File: src/rtl/instr_issue.sv
// Instruction issue front end: fetches words, slices fields, owns PC.
// Holds issued fields until instr_done and tracks the extracode latch.
`timescale 1ns/1ps
module instr_issue #(
  parameter int WORD_W = 15,
  parameter int ADDR_W = 12,
  parameter logic [ADDR_W-1:0] RESET_PC = ADDR_W'(2048)
) (
  input  logic              clk,
  input  logic              rst_n,
  output logic              fetch_req,
  output logic [ADDR_W-1:0] pc,
  input  logic [WORD_W-1:0] mem_rdata,
  input  logic              mem_valid,
  input  logic              ext_flag,
  input  logic              instr_done,
  input  logic              pc_load,
  input  logic [ADDR_W-1:0] pc_in,
  output logic              issue_valid,
  output logic [2:0]        opcode,
  output logic [1:0]        qc,
  output logic [ADDR_W-1:0] addr,
  output logic              extracode
);

  typedef enum logic [1:0] {
    S_FETCH,
    S_WAIT,
    S_EXEC
  } state_e;

  state_e            state_q, state_d;
  logic [ADDR_W-1:0] pc_q, pc_d;
  logic              fetch_req_q, fetch_req_d;
  logic              issue_valid_q, issue_valid_d;
  logic              extracode_q, extracode_d;
  logic              ext_pend_q, ext_pend_d;
  logic [2:0]        opcode_q, opcode_d;
  logic [1:0]        qc_q, qc_d;
  logic [ADDR_W-1:0] addr_q, addr_d;

  always_comb begin
    state_d       = state_q;
    pc_d          = pc_q;
    fetch_req_d   = fetch_req_q;
    issue_valid_d = issue_valid_q;
    extracode_d   = extracode_q;
    ext_pend_d    = ext_pend_q;
    opcode_d      = opcode_q;
    qc_d          = qc_q;
    addr_d        = addr_q;
    unique case (state_q)
      S_FETCH: begin
        fetch_req_d = 1'b1;
        state_d     = S_WAIT;
      end
      S_WAIT: begin
        if (mem_valid) begin
          opcode_d      = mem_rdata[WORD_W-1 -: 3];
          qc_d          = mem_rdata[ADDR_W-1 -: 2];
          addr_d        = mem_rdata[ADDR_W-1:0];
          extracode_d   = ext_pend_q;
          ext_pend_d    = 1'b0;
          fetch_req_d   = 1'b0;
          issue_valid_d = 1'b1;
          state_d       = S_EXEC;
        end
      end
      S_EXEC: begin
        // EXTEND marks the next word, so it stays pending across done
        if (ext_flag) ext_pend_d = 1'b1;
        if (instr_done) begin
          issue_valid_d = 1'b0;
          extracode_d   = 1'b0;
          pc_d          = pc_load ? pc_in : pc_q + ADDR_W'(1);
          state_d       = S_FETCH;
        end
      end
      default: state_d = S_FETCH;
    endcase
  end

  always_ff @(posedge clk or negedge rst_n) begin
    if (!rst_n) begin
      state_q       <= S_FETCH;
      pc_q          <= RESET_PC;
      fetch_req_q   <= 1'b0;
      issue_valid_q <= 1'b0;
      extracode_q   <= 1'b0;
      ext_pend_q    <= 1'b0;
      opcode_q      <= '0;
      qc_q          <= '0;
      addr_q        <= '0;
    end else begin
      state_q       <= state_d;
      pc_q          <= pc_d;
      fetch_req_q   <= fetch_req_d;
      issue_valid_q <= issue_valid_d;
      extracode_q   <= extracode_d;
      ext_pend_q    <= ext_pend_d;
      opcode_q      <= opcode_d;
      qc_q          <= qc_d;
      addr_q        <= addr_d;
    end
  end

  assign fetch_req   = fetch_req_q;
  assign pc          = pc_q;
  assign issue_valid = issue_valid_q;
  assign extracode   = extracode_q;
  assign opcode      = opcode_q;
  assign qc          = qc_q;
  assign addr        = addr_q;

endmodule

File: config.mk
export PLATFORM = sky130hd
export DESIGN_NAME = instr_issue
export DESIGN_NICKNAME = d
export VERILOG_FILES = /design/src/rtl/instr_issue.sv
export SDC_FILE = /design/constraint.sdc
export NUM_CORES = 1
export LEC_CHECK = 0
export ABC_AREA = 1
export CAP_MARGIN = 20
export CELL_PAD_IN_SITES_DETAIL_PLACEMENT = 1
export CELL_PAD_IN_SITES_GLOBAL_PLACEMENT = 1
export CORE_MARGIN = 2
export CORE_UTILIZATION = 30
export CTS_BUF_LIST = sky130_fd_sc_hd__clkbuf_16
export DETAILED_ROUTE_END_ITERATION = 7
export GPL_TIMING_DRIVEN = 0
export MAX_ROUTING_LAYER = met4
export PLACE_DENSITY = 0.79
export SLEW_MARGIN = 15
export SYNTH_ARGS = -nofsm -noshare
export SYNTH_HDL_FRONTEND = slang
export SYNTH_SLANG_ARGS = --single-unit
File: constraint.sdc
create_clock -name clk -period 1.45 [get_ports clk]
set_clock_uncertainty 0.05 [all_clocks]
set_input_delay 0.2175 -clock clk [delete_from_list [all_inputs] [get_ports clk]]
set_output_delay 0.2175 -clock clk [all_outputs]
set_load 0.1 [all_outputs]
==> results.yml <==
layout:
  final_core_util_pct: 46.2
  num-nets-final: 320
  n_antenna_cell: 0
  drive_gt1_share_pct: 27.9
  area.growth.synth_to_final_pct: 50.7
synth:
  synthesis.area_um2: 1670
  yosysTopAreaCellShare_pct: 48.0
  top_post_synthesis_cells_by_count: "sky130_fd_sc_hd__nand2_1 (88), sky130_fd_sc_hd__dfrtp_1 (32), sky130_fd_sc_hd__inv_1 (19), sky130_fd_sc_hd__nor2_1 (19), sky130_fd_sc_hd__nand3_1 (10)"
  main_combinational_cell_family_by_area_after_synthesis: "simple AND/OR/NAND/NOR gates"
  ys.warnings.count: 0
  synthesis.area_per_instance_um2: 7.79
  synth_top_area_cell: "sky130_fd_sc_hd__dfrtp_1"
  synth_simple_gate_area_share_pct: 31.0
  synthCells: 214
  synth_compound_area_share_pct: 8.70
  synth_async_sr_flop_share_pct: 100
  yosys.area_share.adder_pct: 0.750
  synth_top_cells_by_area: "sky130_fd_sc_hd__dfrtp_1 (48%), sky130_fd_sc_hd__nand2_1 (20%), sky130_fd_sc_hd__inv_1 (4.3%)"
  synth.distinct_cells: 29
  synth_seq_area_share_pct: 49.6
  synth.mux.area_fraction_pct: 0
  synth-edff-count: 0
  synthFlopType: "sky130_fd_sc_hd__dfrtp_1"
  synth.ff_latch_count: 33
  post_synth_xor_area_fraction_pct: 0
  synth.most_common_cell: "sky130_fd_sc_hd__nand2_1"
  synth.net_count: 248
grt:
  gr-total-overflow: 0
  first_global_vias: 1681
  grt_pass1_wl_um: 8120
  antenna_found_initial: 0
  gr-usage-all-layers_pct: 17.1
  grt_max_degree: 30
routing:
  first_iter_violations: 42
  drc: 0
  detail-route-antenna-nets: 0
  post_drt_via_cell_ratio: 4.54
  met2_length_um: 2340
  route.vias.total: 1631
  met1Wirelength_um: 2190
  met3RoutedLength_um: 229
  highest-signal-layer: "met4"
  postRouteWirelength_um: 4810
  route.detailed.wl_per_inst_um: 13.4
  drt_first_pass_iters: 4
clocking:
  clkSlewWorstSetupHoldPaths_ns: 0.05
  cts_tree: "done"
  cts_buffers: 5
  cts_num_sinks: 33
  cts.root.buffer_cell: "sky130_fd_sc_hd__clkbuf_16"
  clockBufferDepth: 2
  worst_skew_pair.late_latency_ns: 0.28
  post-cts-setup-buffers: 0
  htree_levels: 2
timing:
  post-route-worst-setup-slack_ns: 0.0314
  finalSetupViolCount: 0
  final-hold-violation-count: 0
  grt_setup_unrepaired: "false"
  max-slew-margin-rel_pct: 66.4
  worst-slew-pin-transition_ns: 0.507
  fmaxAchievable_mhz: 705
  final_max_slew_viol_count: 0
  min_period_ns: 1.42
  min_period_over_period_pct: 97.8
place:
  number_of_port_buffers: 63
  post-dp-hpwl_um: 3420
  place.gp.congestion: 0.836
  post-place-ws_ns: -0.492
floorplanning:
  dieArea_um2: 6170
  num_rows: 27
  floorplan.initialDensity_pct: 30.7
  count_of_pins_on_the_block_boundary: 65
  floorplan.die.width_um: 78.6
  die_height_um: 78.6
  core-area_um2: 5440
setup_path:
  cp.arrival_ns: 1.15
  worstPathCellList: "buf_2"
  crit_path_end_kind: "output pin"
  critical_path_peak_fanout: 4
  critical-path-max-stage-delay_ns: 0.44
  worstSetupStartpointType: "flop"
  criticalPathCategory: "flop to output pin"
  cp_top_family: "flip-flops"
  cp_num_buf_inv: 1
  timing.critical_path.slowest_stage_cell: "sky130_fd_sc_hd__dfrtp_4"
  data_required_time_at_the_worst_endpoint_ns: 1.18
run_status:
  outcome: "finished, final reports clean"
job:
  maxCapViolations: 0
worst_hold_path:
  timing.hold.worst.class: "input port to flop"
-- what timing repair did --
| item | 4_1_cts | 5_1_grt |
|---|---|---|
| resized for setup | 148 | 18 |
| hold endpoints to repair | 32 | 0 |
| setup endpoints to repair | 32 | 21 |
| hold buffers | 1 | 0 |
-- layer usage --
metal	vias to the layer above	global-route usage, %
met5	-	-
met4	0	4.21
met3	7	3.91
met2	49	28.6
met1	774	21.1
li1	801	-
-- flip-flops by register name (all words and copies together) (netlist names) --
register / count
opcode: 3
issue_valid: 1
state_q: 2
ext_pend_q: 1
fetch_req: 1
extracode: 1
qc: 2
addr: 10
pc: 12
-- layout by cell type, fill, tap and decap left out --
| cell type | instances |
|---|---|
| sky130_fd_sc_hd__nand3b_1 | 1 |
| sky130_fd_sc_hd__dfrtp_4 | 7 |
| sky130_fd_sc_hd__buf_8 | 1 |
| sky130_fd_sc_hd__clkdlybuf4s50_1 | 30 |
| sky130_fd_sc_hd__o21ai_1 | 3 |
| sky130_fd_sc_hd__dfrtp_2 | 6 |
| sky130_fd_sc_hd__or2_1 | 1 |
| sky130_fd_sc_hd__nand3_2 | 1 |
| sky130_fd_sc_hd__o21a_1 | 1 |
| sky130_fd_sc_hd__bufinv_16 | 1 |
| sky130_fd_sc_hd__clkbuf_4 | 2 |
| sky130_fd_sc_hd__a21oi_1 | 4 |
| sky130_fd_sc_hd__dlygate4sd3_1 | 1 |
| sky130_fd_sc_hd__a22oi_1 | 1 |
| sky130_fd_sc_hd__o21ai_0 | 8 |
| sky130_fd_sc_hd__o22ai_2 | 2 |
| sky130_fd_sc_hd__clkbuf_16 | 5 |
| sky130_fd_sc_hd__buf_12 | 1 |
| sky130_fd_sc_hd__nand2_2 | 2 |
| sky130_fd_sc_hd__ha_4 | 1 |
| sky130_fd_sc_hd__nand4_1 | 1 |
| sky130_fd_sc_hd__nor3_1 | 1 |
| sky130_fd_sc_hd__inv_2 | 1 |
| sky130_fd_sc_hd__o21bai_1 | 3 |
| sky130_fd_sc_hd__inv_4 | 1 |
| sky130_fd_sc_hd__dfrtp_1 | 19 |
| sky130_fd_sc_hd__clkinv_1 | 1 |
| sky130_fd_sc_hd__nand2_4 | 1 |
| sky130_fd_sc_hd__buf_4 | 7 |
| sky130_fd_sc_hd__o31ai_1 | 1 |
| sky130_fd_sc_hd__nor2_1 | 16 |
| sky130_fd_sc_hd__nand3_1 | 10 |
| sky130_fd_sc_hd__dfstp_2 | 1 |
| sky130_fd_sc_hd__inv_1 | 19 |
| sky130_fd_sc_hd__clkinvlp_4 | 1 |
| sky130_fd_sc_hd__nand2_1 | 86 |
| sky130_fd_sc_hd__nor2_2 | 1 |
| sky130_fd_sc_hd__buf_6 | 2 |
| sky130_fd_sc_hd__buf_2 | 31 |
| sky130_fd_sc_hd__nor2_4 | 5 |
-- per-stage QoR --
stage / hold WS, ns / cell area, um^2 / TNS [ns] / std cells
floorplan: -0.128 / 1740 / -0.0473 / 214
global placement: 0.380 / 2460 / -35.68 / 349
detailed placement: 0.00208 / 2480 / -11.81 / 350
CTS: 0.232 / 2570 / 0 / 359
global route: 0.244 / 2510 / 0 / 359
finish: 0.234 / 2510 / 0 / 359
-- cells by family after synthesis --
family                     count (synthesis)
AOI/OAI and AO/OA                         23
buffers and inverters                     31
and+or+nand+nor                          126
adders and majority gates                  1
DFF                                       33
-- final cells by class --
cell class	instances	area [um^2]
flip-flops and latches	33	861
well taps	72	90.1
repair buffers	65	505
clock buffers	5	125
clock inverters	3	41.3
inverters	21	81.3
fillers	674	2930
multi-input cells	150	724
plain buffers	10	85.1
-- worst paths after layout --
kind                                          end  cells after the start              startpoint  slack [ns]
max                                         pc[1]                      1       pc[1]$_DFFE_PN0P_        0.03
min                             pc[1]$_DFFE_PN0P_                      3                 pc_load        0.23
max reg2reg                     pc[4]$_DFFE_PN0P_                      7       pc[1]$_DFFE_PN0P_        0.08
min reg2reg                state_q[0]$_DFFE_PN0P_                      1  state_q[1]$_DFFE_PN0P_        0.41
max in group asynchronous      pc[11]$_DFFE_PN1P_                      3                   rst_n        0.64
min in group asynchronous     addr[8]$_DFFE_PN0P_                      2                   rst_n        0.25
Power is left out: the tool's default activity adds up to more than one toggle a clock period on the data nets, which glitch-free logic cannot reach.
